File: src/rtl/prog_sequencer.sv
// Multi-cycle control unit for the 8-bit accumulator datapath: PC, IR, jumps, halt, retire counter.
// Optional single-step support is enabled with `define PROG_SEQUENCER_SINGLE_STEP_EN.
module prog_sequencer #(
    parameter int unsigned ADDR_W  = 4,
    parameter int unsigned DATA_W  = 8,
    parameter int unsigned INSTR_W = 11
) (
    input  logic               clk,
    input  logic               rst_n,
    input  logic               start,
`ifdef PROG_SEQUENCER_SINGLE_STEP_EN
    input  logic               step_mode,
    input  logic               step,
`endif
    output logic [ADDR_W-1:0]  imem_addr,
    input  logic [INSTR_W-1:0] imem_data,
    input  logic [DATA_W-1:0]  alu_out,
    output logic               load_a,
    output logic               load_b,
    output logic               sel_b,
    output logic [1:0]         alu_s,
    output logic [3:0]         imm,
    output logic               busy,
    output logic               halted,
    output logic               flag_z,
    output logic [7:0]         instr_count
);

    localparam int unsigned CNT_W = 8;
    localparam logic [CNT_W-1:0] CNT_MAX = '1;

    localparam logic [1:0] FLOW_NONE = 2'b00;
    localparam logic [1:0] FLOW_JMP  = 2'b01;
    localparam logic [1:0] FLOW_JEQ  = 2'b10;
    localparam logic [1:0] FLOW_HALT = 2'b11;

    typedef enum logic [2:0] {
        ST_IDLE   = 3'd0,
        ST_FETCH  = 3'd1,
        ST_EXEC   = 3'd2,
`ifdef PROG_SEQUENCER_SINGLE_STEP_EN
        ST_PAUSE  = 3'd4,
`endif
        ST_HALTED = 3'd3
    } state_t;

    state_t             state_q, state_d;
    logic [ADDR_W-1:0]  pc_q, pc_d;
    logic [INSTR_W-1:0] ir_q, ir_d;
    logic               flag_z_q, flag_z_d;
    logic [CNT_W-1:0]   cnt_q, cnt_d;
    logic               load_a_q, load_a_d;
    logic               load_b_q, load_b_d;
    logic               busy_q, busy_d;
    logic               halted_q, halted_d;

    logic [1:0]         flow;
    logic               exec_load;
    logic [ADDR_W-1:0]  pc_inc;
    logic [ADDR_W-1:0]  target;

    // Next-state, next-PC and registered-output computation
    always_comb begin
        state_d   = state_q;
        pc_d      = pc_q;
        ir_d      = ir_q;
        flag_z_d  = flag_z_q;
        cnt_d     = cnt_q;
        load_a_d  = 1'b0;
        load_b_d  = 1'b0;
        busy_d    = 1'b0;
        halted_d  = 1'b0;

        flow      = ir_q[10:9];
        exec_load = (flow == FLOW_NONE) && (ir_q[6] || ir_q[7]);
        pc_inc    = pc_q + ADDR_W'(1);
        target    = ADDR_W'(ir_q[3:0]);

        case (state_q)
            ST_IDLE, ST_HALTED: begin
                if (start) begin
                    state_d  = ST_FETCH;
                    pc_d     = '0;
                    cnt_d    = '0;
                    flag_z_d = 1'b0;
                end
            end
            ST_FETCH: begin
                ir_d    = imem_data;
                state_d = ST_EXEC;
            end
            ST_EXEC: begin
                cnt_d = (cnt_q == CNT_MAX) ? cnt_q : cnt_q + CNT_W'(1);
                if (exec_load) begin
                    flag_z_d = (alu_out == '0);
                end
                case (flow)
                    FLOW_NONE: pc_d = pc_inc;
                    FLOW_JMP:  pc_d = target;
                    FLOW_JEQ:  pc_d = flag_z_q ? target : pc_inc;
                    default:   pc_d = pc_q;
                endcase
                if (flow == FLOW_HALT) begin
                    state_d = ST_HALTED;
                end
`ifdef PROG_SEQUENCER_SINGLE_STEP_EN
                else if (step_mode) begin
                    state_d = ST_PAUSE;
                end
`endif
                else begin
                    state_d = ST_FETCH;
                end
            end
`ifdef PROG_SEQUENCER_SINGLE_STEP_EN
            ST_PAUSE: begin
                if (step || !step_mode) begin
                    state_d = ST_FETCH;
                end
            end
`endif
            default: state_d = ST_IDLE;
        endcase

        // Loads pulse for the one EXEC cycle of a NONE-flow instruction
        load_a_d = (state_d == ST_EXEC) && (ir_d[10:9] == FLOW_NONE) && ir_d[6];
        load_b_d = (state_d == ST_EXEC) && (ir_d[10:9] == FLOW_NONE) && ir_d[7];
`ifdef PROG_SEQUENCER_SINGLE_STEP_EN
        busy_d   = (state_d == ST_FETCH) || (state_d == ST_EXEC) || (state_d == ST_PAUSE);
`else
        busy_d   = (state_d == ST_FETCH) || (state_d == ST_EXEC);
`endif
        halted_d = (state_d == ST_HALTED);
    end

    always_ff @(posedge clk or negedge rst_n) begin
        if (!rst_n) begin
            state_q  <= ST_IDLE;
            pc_q     <= '0;
            ir_q     <= '0;
            flag_z_q <= 1'b0;
            cnt_q    <= '0;
            load_a_q <= 1'b0;
            load_b_q <= 1'b0;
            busy_q   <= 1'b0;
            halted_q <= 1'b0;
        end else begin
            state_q  <= state_d;
            pc_q     <= pc_d;
            ir_q     <= ir_d;
            flag_z_q <= flag_z_d;
            cnt_q    <= cnt_d;
            load_a_q <= load_a_d;
            load_b_q <= load_b_d;
            busy_q   <= busy_d;
            halted_q <= halted_d;
        end
    end

    // Datapath controls come straight from IR so they hold for the whole instruction
    assign imem_addr   = pc_q;
    assign sel_b       = ir_q[8];
    assign alu_s       = ir_q[5:4];
    assign imm         = ir_q[3:0];
    assign load_a      = load_a_q;
    assign load_b      = load_b_q;
    assign busy        = busy_q;
    assign halted      = halted_q;
    assign flag_z      = flag_z_q;
    assign instr_count = cnt_q;

endmodule

File: config.mk
export PLATFORM = sky130hd
export DESIGN_NAME = prog_sequencer
export DESIGN_NICKNAME = d
export VERILOG_FILES = /design/src/rtl/prog_sequencer.sv
export SDC_FILE = /design/constraint.sdc
export NUM_CORES = 1
export LEC_CHECK = 0
export CAP_MARGIN = 20
export CORE_ASPECT_RATIO = 1.4
export CORE_MARGIN = 1.5
export CORE_UTILIZATION = 51
export CTS_BUF_LIST = sky130_fd_sc_hd__clkbuf_8 sky130_fd_sc_hd__clkbuf_16
export DETAILED_ROUTE_END_ITERATION = 10
export PLACE_DENSITY = 0.81
export SYNTH_ARGS = -nofsm -noshare
export SYNTH_HDL_FRONTEND = slang
export SYNTH_SLANG_ARGS = --single-unit
File: constraint.sdc
create_clock -name clk -period 4.2 [get_ports clk]
set_clock_uncertainty 0.2 [all_clocks]
set_input_delay 0.63 -clock clk [delete_from_list [all_inputs] [get_ports clk]]
set_output_delay 0.63 -clock clk [all_outputs]
set_load 0.01 [all_outputs]
==> impl_metrics.yaml, run 1 <==
setup_path:
  cp_data_arrival_time_ns: 2.31
  cpMaxStageDelayCell: "or4b_2"
  slowest_delay_ns: 0.67
  crit_buf_inv: 1
  r2r_slack_ns: 2.10
  crit_path_max_fanout: 19
  endpoint_kind: "flip-flop"
  cp_cell_sequence: "clkdlybuf4s50_1 > and2b_2 > a22oi_4 > or4b_2 > a21oi_1"
  required_ns: 4.21
  crit_family: "simple AND/OR/NAND/NOR gates"
  start_kind: "primary input"
  crit_type: "primary input to flip-flop"
yosys:
  syn_avg_cell_area_sq_um: 10.8
  synth_edf_count: 0
  synthArstFlopShare: 1.00
  ys.flop_type: "dfrtp_1"
  yosysWarnings: 0
  yosysUniqueCellTypes: 45
  synth_area_sq_um: 1630
  seq_area_frac_synth: 0.475
  yosys.area.top_type: "dfrtp_1"
  synth_top_area_frac: 0.475
  synth_seq_cells: 31
  netlist_instances: 151
  syn_nets: 179
  yosys-top-cells-area: "dfrtp_1 (48%), mux2_2 (6.9%), ha_1 (4.6%)"
sta:
  max_slew.worst_pin.slew_ns: 0.569
  rsz0062_at_grt: "false"
  period_needed_ns: 2.30
  fin_ws_ns: 1.90
  min_period_over_period: 0.549
  final-setup-viol-count: 0
  holdWs_ns: 0.316
  finalHoldViolCount: 0
  finalSetupTns_ns: 0
  max_freq_mhz: 434
  relSlewSlack: 0.618
  slew_viol_final: 0
clocking:
  hold_buffers: 0
  cts_resized: 0
  clkTransAtPathRegs_ns: 0.06
  clkSinkCount: 31
  cts-buffers-inserted: 5
  post_cts_buffers: 0
  clk_latency_ns: 0.28
  cts_buffer_depth: 2
  cts_tree: "done"
  cts.htree.levels: 2
  cts_root_buf: "clkbuf_8"
cells_and_area:
  utilization: 0.703
  nFillCells: 249
  final_cell_mix: "clkdlybuf4s50_1 (45), dfrtp_1 (31), inv_1 (13), o21ai_0 (11), mux2_2 (10)"
  finalNetCount: 224
  num_antenna_cells: 0
  regArea_sq_um: 776
  multi_input_comb_area_sq_um: 738
  drive_above_1_share: 0.157
  area_delta_synth_final_pct: 33.2
  stdcell_count: 236
  final_common_cell: "clkdlybuf4s50_1"
global_route:
  grt_max_degree: 32
  grt_overflow_total: 0
  grt_pass1_vias: 1345
  busiest_layer: "met2"
  use_met1: 0.220
  antenna_found_initial: 0
  grt.total_usage: 0.216
  grt_use_met2: 0.392
  grtUsageMet3: 0.0534
  grt_pass1_wl_um: 5720
placed_design:
  port_buffers: 45
  dp_hpwl_um: 2590
  pre_cts_ws_ns: 1.61
  gp_congestion: 0.722
  dp_cells: 228
drt:
  dr.pass1.iters: 4
  wirelength_um: 3370
  detail_route.wl_per_cell_um: 14.3
  drt_iter0_markers: 22
  vias: 1286
  ant_nets: 0
  drc_errors: 0
  vias_per_cell: 5.45
power_and_ir_drop:
  powerDensity_nw_per_um2: 376
  pwr-share-comb: 0.247
  p_leak_nw: 0.919
  internal_power_mw: 0.595
  p_sw_mw: 0.221
  p_sw_frac: 0.271
  seqPwrFrac: 0.446
  power_frac_clock: 0.307
  ir_drop_v: 0.000386
job:
  max_cap_viol_count: 0
min_path:
  hp-class: "flip-flop to flip-flop"
floorplan:
  die_h_um: 69.9
  placementRows: 24
  die_area_sq_um: 3550
  core-area_sq_um: 3090
  die_w_um: 50.8
  ios: 46
  start_util: 0.528
outcome:
  status: "completed"
## registers in the layout, summed over array words and instances, names as in the netlist
name	cells
ir_q	11
instr_count	8
imem_addr	4
state_q	3
busy	1
flag_z	1
halted	1
load_a	1
load_b	1
## power groups by stage
stage	clock network [mW]	logic, mW	registers [mW]
3_3_place_gp	0	0.196	0.368
6_report	0.251	0.201	0.364
3_5_place_dp	0	0.203	0.370
2_1_floorplan	0	0.126	0.366
5_1_grt	0.269	0.222	0.370
4_1_cts	0.259	0.204	0.365
## cell type report
cell class / instances / share of cell area
inverters: 12 / 0.0207
clock inverters: 1 / 0.00173
clock buffers: 7 / 0.0443
multi-input cells: 99 / 0.340
repair buffers: 47 / 0.214
well taps: 39 / 0.0225
flip-flops and latches: 31 / 0.357
## final timing paths
kind / startpoint / end / cells past startpoint
setup / recovery: start / instr_count[5] / 5
hold / removal: ir_q[4] / ir_q[4] / 1
setup reg to reg: ir_q[9] / imem_addr[2] / 6
hold reg to reg: ir_q[4] / ir_q[4] / 1
max in group asynchronous: rst_n / ir_q[0] / 2
min in group asynchronous: rst_n / instr_count[4] / 2
## cell usage after synthesis (all sizes together), types with 2 or more instances
| library cell | number |
|---|---|
| nand2 | 7 |
| ha | 6 |
| nor2 | 8 |
| inv | 12 |
| a21oi | 7 |
| o31ai | 3 |
| or2b | 2 |
| buf | 9 |
| o21ai | 11 |
| mux2 | 10 |
| mux2i | 2 |
| or3 | 2 |
| nor2b | 3 |
| and2b | 2 |
| nor3 | 3 |
| nand3 | 3 |
| a22oi | 4 |
| nor4 | 4 |
| o22a | 2 |
| dfrtp | 31 |
| a32oi | 2 |
| or4 | 2 |
## routing by layer
metal | part of all wire | vias up | routed length [um]
met5 | 0 | - | 0
met4 | 0.023 | 0 | 76
met3 | 0.042 | 6 | 142
met2 | 0.55 | 39 | 1860
met1 | 0.38 | 619 | 1290
li1 | - | 622 | -
## logic make-up (layout without fill, tap and decap cells)
family | after synthesis | after routing | synth area share
AOI/OAI and AO/OA | 35 | 35 | 0.146
xor gates and xnor gates | 1 | 1 | 0.00537
adders and majority gates | 6 | 6 | 0.0460
buffers and inverters | 21 | 67 | 0.0721
DFF | 31 | 31 | 0.475
muxes | 12 | 12 | 0.0813
other | 1 | 1 | 0.00230
and+or+nand+nor | 44 | 44 | 0.171
## through the flow
stage | power (mW) | instance area [sq um]
6_report | 0.817 | 2170
5_1_grt | 0.861 | 2170
4_1_cts | 0.828 | 2170
3_5_place_dp | 0.573 | 2070
3_3_place_gp | 0.564 | 2070
2_1_floorplan | 0.492 | 1630
Note: power is estimated with default switching activity, not from simulation.
==> inputs of run 2 (changes only) <==
- CORE_UTILIZATION: 51 -> 47
- PLACE_DENSITY: 0.81 -> 0.75
- clock period: 4.2 -> 2.2 ns (I/O delays scaled with it)
==> impl_metrics.yaml, run 2 (same netlist as run 1, synthesis figures left out) <==
sta:
  finalSetupTns_ns: 0
  final-setup-viol-count: 0
  finalHoldViolCount: 0
  relSlewSlack: 0.648
  max_slew.worst_pin.slew_ns: 0.524
  rsz0062_at_grt: "false"
  period_needed_ns: 2.04
  slew_viol_final: 0
  min_period_over_period: 0.927
  max_freq_mhz: 491
power_and_ir_drop:
  power_frac_clock: 0.309
  pwr-share-comb: 0.251
  power_mw: 1.58
  ir_drop_v: 0.000557
  p_leak_nw: 0.943
  p_sw_mw: 0.433
  internal_power_mw: 1.14
  seqPwrFrac: 0.440
  powerDensity_nw_per_um2: 713
  p_sw_frac: 0.275
drt:
  vias: 1292
  drt_iter0_markers: 16
  topRoutingLayerUsed: "met4"
  drc_errors: 0
  wl_met1_um: 1280
  wl_met3_um: 162
  ant_nets: 0
  wirelength_um: 3390
  wl_met2_um: 1880
  dr.pass1.iters: 4
  detail_route.wl_per_cell_um: 14.0
  vias_per_cell: 5.34
cells_and_area:
  regMostFlops: "ir_q"
  drive_above_1_share: 0.178
  finalNetCount: 229
  num_antenna_cells: 0
  area_delta_synth_final_pct: 35.6
  largest_reg_flops: 11
  final_cell_mix: "clkdlybuf4s50_1 (45), dfrtp_1 (31), inv_1 (13), o21ai_0 (11), mux2_2 (10)"
  stdcell_count: 242
  final_common_cell: "clkdlybuf4s50_1"
floorplan:
  die_w_um: 52.8
  die_area_sq_um: 3840
  placementRows: 25
  core-area_sq_um: 3350
  die_h_um: 72.7
  ios: 46
  start_util: 0.487
job:
  max_cap_viol_count: 0
global_route:
  antenna_found_initial: 0
  grt_max_degree: 32
  grt_overflow_total: 0
  grt.total_usage: 0.201
  grt_pass1_vias: 1347
  grt_pass1_wl_um: 5660
clocking:
  clkTransAtPathRegs_ns: 0.06
  cts-buffers-inserted: 5
  cts_resized: 0
  clkSinkCount: 31
  hold_buffers: 0
  cts_buffer_depth: 2
  cts_root_buf: "clkbuf_8"
  post_cts_buffers: 0
  clk_latency_ns: 0.28
  cts.htree.levels: 2
  cts_tree: "done"
setup_path:
  r2r_slack_ns: 0.16
  r2r_end: "instr_count[5]"
  endpoint_kind: "flip-flop"
  start_kind: "flip-flop"
  reg2reg_from: "instr_count[0]"
  required_ns: 2.21
  crit_type: "flip-flop to flip-flop"
  reg2regPathDepth: 5
  crit_path_max_fanout: 11
  cp_data_arrival_time_ns: 2.05
placed_design:
  gp_congestion: 0.781
  dp_hpwl_um: 2620
  port_buffers: 45
  dp_cells: 234
outcome:
  status: "completed"
min_path:
  hp-class: "primary input to asynchronous set/reset pin"
==> run 2: cell types whose count changed in the layout (fill, tap and decap cells not counted), sizes merged <==
cell / change
buf: +5
==> run 2: layout make-up <==
type | instances | area, sq um
Timing Repair Buffer | 52 | 503
Fill cell | 265 | 1130
Multi-Input combinational cell | 99 | 738
Clock buffer | 7 | 96.3
Tap cell | 40 | 50.0
Clock inverter | 1 | 3.75
Sequential cell | 31 | 776
Inverter | 12 | 45.0
==> run 2: worst max-delay path, stage by stage (launching register included) <==
cell     delay [ns]
dfrtp_1        0.42
ha_1           0.25
nand4_1        0.21
nor4_4         0.12
or4b_2         0.62
a21oi_1        0.15
==> run 2: routing by layer <==
metal,track usage,vias up
met1,0.211,618
met5,0,-
li1,-,634
met4,0.0940,0
met3,0.0369,6
met2,0.372,34
==> run 2: how the worst max path moves through the flow <==
stage	from	endpoint	slack [ns]	cells after the start
finish	instr_count[0]	instr_count[5]	0.16	5
global route	ir_q[9]	imem_addr[2]	0.05	7
CTS	state_q[0]	instr_count[5]	0.16	4
detailed placement	start	instr_count[5]	0.01	5
global placement	start	instr_count[5]	0.03	5
floorplan	instr_count[0]	instr_count[2]	0.22	6
==> run 2: per-stage QoR <==
stage | setup slack, ns | area, sq um | hold slack [ns] | utilization
global placement | 0.0308 | 2110 | 0.293 | 0.631
CTS | 0.157 | 2210 | 0.265 | 0.661
detailed placement | 0.00982 | 2110 | 0.305 | 0.631
finish | 0.162 | 2210 | 0.248 | 0.661
global route | 0.0539 | 2210 | 0.297 | 0.661
floorplan | 0.223 | 1630 | -0.166 | -
==> run 2: power groups by stage <==
| stage | Sequential (mW) | Combinational, mW | Clock (mW) |
|---|---|---|---|
| 2_1_floorplan | 0.699 | 0.240 | 0 |
| 3_3_place_gp | 0.701 | 0.387 | 0 |
| 3_5_place_dp | 0.707 | 0.396 | 0 |
| 4_1_cts | 0.696 | 0.401 | 0.497 |
| 5_1_grt | 0.706 | 0.435 | 0.523 |
| 6_report | 0.694 | 0.395 | 0.488 |
==> inputs of run 3 (changes only) <==
- TNS_END_PERCENT: unset -> 20
==> results of run 3 <==
The final DEF is identical to that of run 2; final timing and power are the same.
